$ cat config.mk
export PLATFORM = sky130hd
export DESIGN_NAME = object_placer
export DESIGN_NICKNAME = d
export VERILOG_FILES = /design/src/rtl/object_placer.sv
export SDC_FILE = /design/constraint.sdc
export NUM_CORES = 1
export LEC_CHECK = 0
export ABC_AREA = 1
export CORE_UTILIZATION = 41
export CTS_CLUSTER_DIAMETER = 30
export DETAILED_ROUTE_END_ITERATION = 8
export PLACE_DENSITY = 0.71
export SLEW_MARGIN = 20
export SYNTH_ARGS = -nofsm -noshare
export SYNTH_HDL_FRONTEND = slang
export SYNTH_SLANG_ARGS = --single-unit
export TNS_END_PERCENT = 20
$ cat constraint.sdc
create_clock -name setup_clk -period 1.3 [get_ports setup_clk]
set_input_delay 0.39 -clock setup_clk [delete_from_list [all_inputs] [get_ports setup_clk]]
set_output_delay 0.39 -clock setup_clk [all_outputs]
set_load 0.02 [all_outputs]
$ cat src/rtl/object_placer.sv
// Setup-phase placement initiator: proposes candidate coordinates (LFSR or manual cursor),
// checks bounds and collisions against placed objects, then pulses SET or reports failure.
module object_placer #(
  parameter int          X_bits    = 10,
  parameter int          Y_bits    = 9,
  parameter int          X_MAX     = 640,
  parameter int          Y_MAX     = 480,
  parameter int          MARGIN    = 10,
  parameter int          MAX_TRIES = 16,
  parameter logic [31:0] LFSR_SEED = 32'hACE1_2BAD
) (
  input  logic              setup_clk,
  input  logic              RESET,
  input  logic              SETUP_PHASE,
  input  logic              start,
  input  logic              manual,
  input  logic [X_bits-1:0] man_x,
  input  logic [Y_bits-1:0] man_y,
  input  logic              collision,
  output logic [X_bits-1:0] collide_x,
  output logic [Y_bits-1:0] collide_y,
  output logic              SET,
  output logic [X_bits-1:0] out_x,
  output logic [Y_bits-1:0] out_y,
  output logic              busy,
  output logic              done,
  output logic              fail,
  output logic [7:0]        tries
);

  typedef enum logic [2:0] {
    S_IDLE, S_PROPOSE, S_CHECK, S_COMMIT, S_DONE, S_FAIL
  } state_t;

  localparam int CMP_W = ((X_bits > Y_bits) ? X_bits : Y_bits) + 1;
  localparam logic [CMP_W-1:0] X_LO = CMP_W'(MARGIN);
  localparam logic [CMP_W-1:0] X_HI = CMP_W'(X_MAX - 1 - MARGIN);
  localparam logic [CMP_W-1:0] Y_LO = CMP_W'(MARGIN);
  localparam logic [CMP_W-1:0] Y_HI = CMP_W'(Y_MAX - 1 - MARGIN);
  localparam logic [7:0]       TRY_LIMIT = 8'(MAX_TRIES);

  state_t            state, state_nx;
  logic [31:0]       lfsr;
  logic [X_bits-1:0] cand_x;
  logic [Y_bits-1:0] cand_y;
  logic              man_sel;
  logic [X_bits-1:0] man_x_r;
  logic [Y_bits-1:0] man_y_r;
  logic              cand_ok;

  // Taps for x^32 + x^22 + x^2 + x + 1
  function automatic logic [31:0] lfsr_next(input logic [31:0] s);
    return {s[30:0], s[31] ^ s[21] ^ s[1] ^ s[0]};
  endfunction

  function automatic logic in_bounds(input logic [X_bits-1:0] x, input logic [Y_bits-1:0] y);
    logic [CMP_W-1:0] xw;
    logic [CMP_W-1:0] yw;
    xw = CMP_W'(x);
    yw = CMP_W'(y);
    return (xw >= X_LO) && (xw <= X_HI) && (yw >= Y_LO) && (yw <= Y_HI);
  endfunction

  assign cand_ok = !collision && in_bounds(cand_x, cand_y);

  always_comb begin
    state_nx = state;
    unique case (state)
      S_IDLE:    if (start && SETUP_PHASE) state_nx = S_PROPOSE;
      S_PROPOSE: state_nx = SETUP_PHASE ? S_CHECK : S_IDLE;
      S_CHECK: begin
        if (!SETUP_PHASE)                      state_nx = S_IDLE;
        else if (cand_ok)                      state_nx = S_COMMIT;
        else if (!man_sel && tries < TRY_LIMIT) state_nx = S_PROPOSE;
        else                                   state_nx = S_FAIL;
      end
      S_COMMIT:  state_nx = S_DONE;
      S_DONE:    state_nx = S_IDLE;
      S_FAIL:    state_nx = S_IDLE;
      default:   state_nx = S_IDLE;
    endcase
  end

  always_ff @(posedge setup_clk) begin
    if (RESET) begin
      state   <= S_IDLE;
      lfsr    <= LFSR_SEED;
      cand_x  <= '0;
      cand_y  <= '0;
      out_x   <= '0;
      out_y   <= '0;
      tries   <= '0;
      man_sel <= 1'b0;
      man_x_r <= '0;
      man_y_r <= '0;
    end else begin
      state <= state_nx;
      lfsr  <= lfsr_next(lfsr);
      if (state == S_IDLE && start && SETUP_PHASE) begin
        man_sel <= manual;
        man_x_r <= man_x;
        man_y_r <= man_y;
        tries   <= '0;
      end
      // An aborted PROPOSE leaves the candidate and attempt count untouched
      if (state == S_PROPOSE && SETUP_PHASE) begin
        cand_x <= man_sel ? man_x_r : lfsr[X_bits-1:0];
        cand_y <= man_sel ? man_y_r : lfsr[31 -: Y_bits];
        tries  <= tries + 8'd1;
      end
      if (state == S_CHECK && state_nx == S_COMMIT) begin
        out_x <= cand_x;
        out_y <= cand_y;
      end
    end
  end

  assign collide_x = cand_x;
  assign collide_y = cand_y;
  assign SET       = (state == S_COMMIT) && SETUP_PHASE;
  assign done      = (state == S_DONE);
  assign fail      = (state == S_FAIL);
  assign busy      = (state != S_IDLE);

endmodule
==> flow_summary_export.csv, run 1 <==
group,metric,value,unit
status,status,"finished, violations left",
status,violations,"setup timing",
placement,finalWeightedCongestion,0.820,
sta,slew_viol_final,0,
clocking,cts-root-buf,"clkbuf_8",
detailed_routing,ant_nets,0,
synthesis,synth.avg_cell_area,7.81,um2
layout,final_common_cell,"buf_4",
grt,antenna_found_initial,0,
worst_setup_path,crit_arrival,1.19,ns
worst_setup_path,crit_slowest_cell,"dfxtp_4",
detailed_routing,vias_per_cell,4.85,
worst_setup_path,slowest_delay,0.38,ns
layout,multi_input_area,1670,um2
floorplanning,ios,75,
worst_setup_path,rrSetupSlack,-0.25,ns
layout,final_layout_size_suffix_gt1_share,35.1,%
worst_setup_path,path_cells,"or2_4 > nor2_4 > buf_6",
synthesis,synthArstFlopShare,0,%
worst_setup_path,worst-path-stages,3,
worst_setup_path,reg2reg_from,"state[1]",
detailed_routing,drt_iter0_drc,134,
sta,fmax,0.634,GHz
layout,n_antenna_cell,0,
worst_setup_path,endpoint_kind,"primary output",
synthesis,ys.flop_type,"dfxtp_1",
worst_setup_path,reg2regPathDepth,6,
synthesis,yosys_register_bits,101,
synthesis,synth_edf_count,0,
floorplanning,die_area,10100,um2
placement,port_buffers,74,
floorplanning,fp.dieW,100,um
worst_setup_path,r2r-end,"collide_y[7]",
synthesis,yosys.area.top_type,"dfxtp_1",
detailed_routing,drc,0,
worst_setup_path,cp-startpoint,"state[1]",
synthesis,synth_fp_nets,534,
synthesis,yosysTopAreaCellShare,51.0,%
layout,final_cells,775,
clocking,clk_latency,0.36,ns
clocking,cts_buffer_depth,2,
flow_run,cap_violations,0,
worst_setup_path,path_delay_family,"flip-flops",
clocking,cts_sinks,101,
sta,rsz0062_at_grt,"true",
layout,ff_latch_area,2080,um2
floorplanning,core_region_area,9280,um2
worst_setup_path,crit_path_start_kind,"flip-flop",
synthesis,yosysSeqAreaShare,51.0,%
detailed_routing,routed-via-count,3759,
synthesis,syn_inst,508,
sta,setup_tns,-7.94,ns
layout,final_cell_mix,"85 x buf_4, 80 x nor2_1, 79 x nand2_1, 78 x dfxtp_1, 38 x inv_1",
sta,max-slew-margin-rel,82.5,%
worst_hold_path,hold_class,"reg2reg",
sta,setup_viol,55,
floorplanning,die_h,100,um
synthesis,ys_top_cells_by_area,"dfxtp_1 51%, nor2_1 8.0%, nand2_1 7.8%, o21ai_0 5.6%, inv_1 4.4%",
detailed_routing,drtPass1Iterations,5,
sta,period_share,121,%
sta,worst_clock_skew,0.00824,ns
synthesis,synth.cell_area,3970,um2
worst_setup_path,crit_buf_inv,1,
grt,gr-total-overflow,0,
worst_setup_path,required,0.91,ns
detailed_routing,drt_wl_total,10700,um
layout,fillCellCount,845,
placement,dpl.cell_count,749,
grt,grt_pass1_vias,3513,
worst_setup_path,criticalPathCategory,"reg2out",
placement,dpl.hpwl,7030,um
layout,layout.nets,667,
grt,grt_max_degree,34,
power_and_ir_drop,leakagePower,2.53,nW
sta,worst_slack,-0.277,ns
synthesis,synth_warnings,0,
clocking,cts_tree,"yes",
grt,grt_usage,20.7,%
sta,period_minus_slack,1.58,ns
power_and_ir_drop,irDropWorstVdd,0.000695,V
clocking,path_clk_slew,0.09,ns
worst_setup_path,endpoint,"fail",
sta,worstMarginPinSlew,0.263,ns
clocking,numCtsBuffers,9,
floorplanning,initial_core_util,42.7,%
synthesis,synthDistinctLibCells,30,
grt,grt_pass1_wl,16400,um
clocking,cts_max_level,3,
detailed_routing,wl_per_cell,13.8,um
floorplanning,num_rows,35,
worst_setup_path,cp_max_fo,5,
clocking,postCtsHoldBufs,0,
layout,synthToLayoutAreaGrowth,44.8,%
sta,hold_viol_final,0,
power_and_ir_drop,powerDensity,1100,nW/um2
[flip-flops by register name (all words and copies together) (netlist names)]
signal     flops
out_x         10
lfsr          32
state          3
collide_y      9
out_y          9
man_x_r       10
man_y_r        9
man_sel        1
collide_x     10
tries          8
[final cells by class]
type                            instances  share of cell area, %
Inverter                               49                   3.20
Multi-Input combinational cell        329                   29.0
Clock buffer                           11                   2.66
Tap cell                              129                   2.81
Timing Repair Buffer                  151                   24.6
Clock inverter                          5                   1.37
Sequential cell                       101                   36.3
[synthesized netlist by cell type (all sizes together) (2+ instances only)]
cell / number
inv: 49
nand2: 85
a31oi: 20
nand3: 27
or2: 17
nand3b: 2
clkbuf: 15
nor3: 5
o21ai: 47
nor2: 87
a21oi: 32
buf: 15
nand4: 2
dfxtp: 101
[repair_timing]
item	in CTS	in global routing
endpoints found under the setup margin	118	109
gates resized for setup	250	71
buffers inserted	1	4
cloned	0	5
pin swaps	2	3
[how the worst min path moves through the flow]
stage,start,endpoint,cells past startpoint
6_report,lfsr[13],lfsr[14],2
5_1_grt,lfsr[15],lfsr[16],1
4_1_cts,lfsr[13],lfsr[14],2
3_5_place_dp,lfsr[20],lfsr[21],1
3_3_place_gp,lfsr[20],lfsr[21],1
2_1_floorplan,lfsr[11],lfsr[12],2
[power breakdown]
part	total [mW]	switching (mW)	internal (mW)
Combinational	0.731	0.370	0.361
Sequential	3.31	0.0919	3.21
Clock	2.26	1.05	1.20
Total	6.29	1.52	4.78
[per-layer routing]
| metal | share of wire (%) | GRT usage (%) | routed length (um) |
|---|---|---|---|
| met1 | 44 | 26.3 | 4670 |
| met2 | 49 | 35.5 | 5280 |
| met3 | 6.2 | 4.81 | 664 |
| met4 | 0.75 | 5.35 | 80 |
| met5 | 0 | 0 | 0 |
[through the flow]
| step | instance area (um2) | power [mW] | utilization, % | worst slack [ns] | hold slack [ns] |
|---|---|---|---|---|---|
| finish | 5740 | 6.29 | 61.8 | -0.277 | 0.406 |
| global route | 5740 | 6.58 | 61.8 | -0.341 | 0.426 |
| CTS | 5430 | 6.29 | 58.5 | -0.274 | 0.409 |
| detailed placement | 5340 | 4.05 | 57.6 | -0.700 | 0.396 |
| global placement | 5340 | 4.03 | 57.6 | -0.693 | 0.391 |
| floorplan | 4000 | 3.73 | - | 0.000129 | 0.388 |
[cells by family (layout without fill, tap and decap cells)]
family | after synthesis | count (layout) | synth area share [%]
AOI/OAI and AO/OA | 100 | 100 | 14.4
buffers and inverters | 79 | 216 | 8.96
adders and majority gates | 1 | 1 | 0.316
xor gates and xnor gates | 2 | 2 | 0.442
and+or+nand+nor | 225 | 226 | 24.9
DFF | 101 | 101 | 51.0
[worst reg2reg max path, stage by stage, from the launching register on]
cell and delay, ns:
dfxtp_4 0.38, or2_4 0.26, buf_4 0.17, nor2_4 0.24, buf_4 0.18, o21ai_0 0.10, a31oi_1 0.15
(Power assumes the default switching activity.)
==> run 2, diff against run 1 <==
--- a/config.mk
+++ b/config.mk
@@ -6,10 +6,10 @@
 export NUM_CORES = 1
 export LEC_CHECK = 0
 export ABC_AREA = 1
-export CORE_UTILIZATION = 41
+export CORE_UTILIZATION = 30
 export CTS_CLUSTER_DIAMETER = 30
 export DETAILED_ROUTE_END_ITERATION = 8
-export PLACE_DENSITY = 0.71
+export PLACE_DENSITY = 0.56
 export SLEW_MARGIN = 20
 export SYNTH_ARGS = -nofsm -noshare
 export SYNTH_HDL_FRONTEND = slang
==> run 2 against run 1 <==
  * The run still ends with setup timing left
  * First-iteration DRC count is 28% higher
  * Highest routed layer unchanged
  * Clock power is 18% higher
  * Sequential share of layout area is 1.6 points lower
==> flow_summary_export.csv, run 2 (synthesis results as in run 1) <==
group,metric,value,unit
sta,setup_tns,-6.66,ns
power_and_ir_drop,irDropWorstVdd,0.000597,V
placement,dpl.hpwl,6730,um
worst_setup_path,reg2reg_from,"state[1]",
layout,largest_register_ffs,32,
layout,synthToLayoutAreaGrowth,50.7,%
clocking,cts_tree,"yes",
worst_setup_path,criticalPathCategory,"reg2out",
sta,fmax,0.642,GHz
sta,period_share,120,%
grt,gr-usage-met3,1.80,%
sta,worst_clock_skew,0.00672,ns
sta,max-slew-margin-rel,82.1,%
clocking,path_clk_slew,0.07,ns
floorplanning,num_rows,41,
layout,layout.nets,669,
grt,gr-total-overflow,0,
grt,grt_pass1_wl,15200,um
floorplanning,die_h,117,um
sta,period_minus_slack,1.56,ns
status,status,"finished, violations left",
layout,final_cell_mix,"82 x dfxtp_1, 79 x nor2_1, 77 x nand2_1, 58 x buf_4, 37 x buf_2",
worst_setup_path,endpoint_kind,"primary output",
worst_setup_path,crit_arrival,1.17,ns
grt,use_met2,22.6,%
clocking,cts-root-buf,"clkbuf_16",
floorplanning,ios,75,
sta,worstMarginPinSlew,0.267,ns
detailed_routing,drtPass1Iterations,4,
detailed_routing,vias_per_cell,4.40,
placement,finalWeightedCongestion,0.762,
clocking,numCtsBuffers,9,
layout,final_common_cell,"dfxtp_1",
clocking,cts_max_level,3,
sta,hold_viol_final,0,
grt,grt_usage,14.3,%
grt,grt_pass1_vias,3125,
power_and_ir_drop,powerDensity,1130,nW/um2
worst_setup_path,cp-startpoint,"state[1]",
floorplanning,initial_core_util,31.0,%
worst_setup_path,required,0.91,ns
floorplanning,fp.dieW,117,um
worst_hold_path,holdCritStartpoint,"lfsr[17]",
layout,largest-register,"lfsr",
power_and_ir_drop,p_total,6.75,mW
clocking,clk_latency,0.33,ns
floorplanning,core_region_area,12800,um2
clocking,cts_sinks,101,
detailed_routing,drt_iter0_drc,172,
placement,port_buffers,74,
layout,n_antenna_cell,0,
floorplanning,die_area,13700,um2
worst_hold_path,hold_class,"reg2reg",
clocking,cts_buffer_depth,2,
power_and_ir_drop,leakagePower,2.62,nW
grt,antenna_found_initial,0,
sta,setup_viol,57,
worst_setup_path,cp_max_fo,5,
detailed_routing,drc,0,
grt,grt-busiest-layer,"met2",
flow_run,cap_violations,0,
detailed_routing,routed-via-count,3605,
detailed_routing,drt_wl_total,10300,um
detailed_routing,ant_nets,0,
grt,use_met1,20.1,%
grt,grt_max_degree,42,
detailed_routing,wl_per_cell,12.6,um
sta,slew_viol_final,0,
sta,worst_slack,-0.259,ns
worst_setup_path,crit_path_start_kind,"flip-flop",
status,violations,"setup timing",
sta,rsz0062_at_grt,"true",
layout,final_layout_size_suffix_gt1_share,37.5,%
[run 2: path summary, 6_finish.rpt]
path,endpoint,slack (ns),cells past startpoint
worst max-delay path,fail,-0.26,3
worst min-delay path,lfsr[18],0.41,2
worst max register to register,collide_x[9],-0.19,7
worst min register to register,lfsr[18],0.41,2
[run 2: critical path, cell delays in order, from the launching register on]
cell and delay, ns:
dfxtp_4 0.37, or2_4 0.27, nor2_4 0.08, buf_6 0.12
[run 2: layout make-up]
type | count | area, um2
Multi-Input combinational cell | 328 | 1750
Timing Repair Buffer | 154 | 1440
Clock inverter | 7 | 73.8
Inverter | 49 | 194
Fill cell | 1235 | 6800
Tap cell | 172 | 215
Sequential cell | 101 | 2080
Clock buffer | 9 | 225
[run 2: through the flow]
stage                     area, um2  worst slack, ns  hold WS (ns)  instances  util [%]
after floorplan                4000         0.000129         0.388        508         -
after global placement         5340           -0.690         0.391        782      41.8
after detailed placement       5340           -0.694         0.395        782      41.8
after CTS                      5450           -0.257         0.407        799      42.7
after global routing           5980           -0.308         0.413        820      46.8
final                          5980           -0.259         0.405        820      46.8
[run 2: what timing repair did]
action | in CTS | in global routing
hold buffers | 0 | 0
resized for setup | 242 | 84
endpoints found under the setup margin | 118 | 76
cloned | 0 | 7
pin swaps | 3 | 17
buffers inserted | 1 | 14
[run 2: where the power goes]
part           internal (mW)  switching [mW]  leakage (nW)
combinational          0.382           0.388          1.64
clock                   1.50            1.17         0.143
sequential              3.22          0.0903         0.840
[run 2: per-layer routing]
| metal | vias to the layer above | share of wire (%) |
|---|---|---|
| met5 | - | 0 |
| met4 | 0 | 1.2 |
| met3 | 8 | 2.9 |
| met2 | 60 | 46 |
| met1 | 1629 | 50 |
| li1 | 1908 | - |
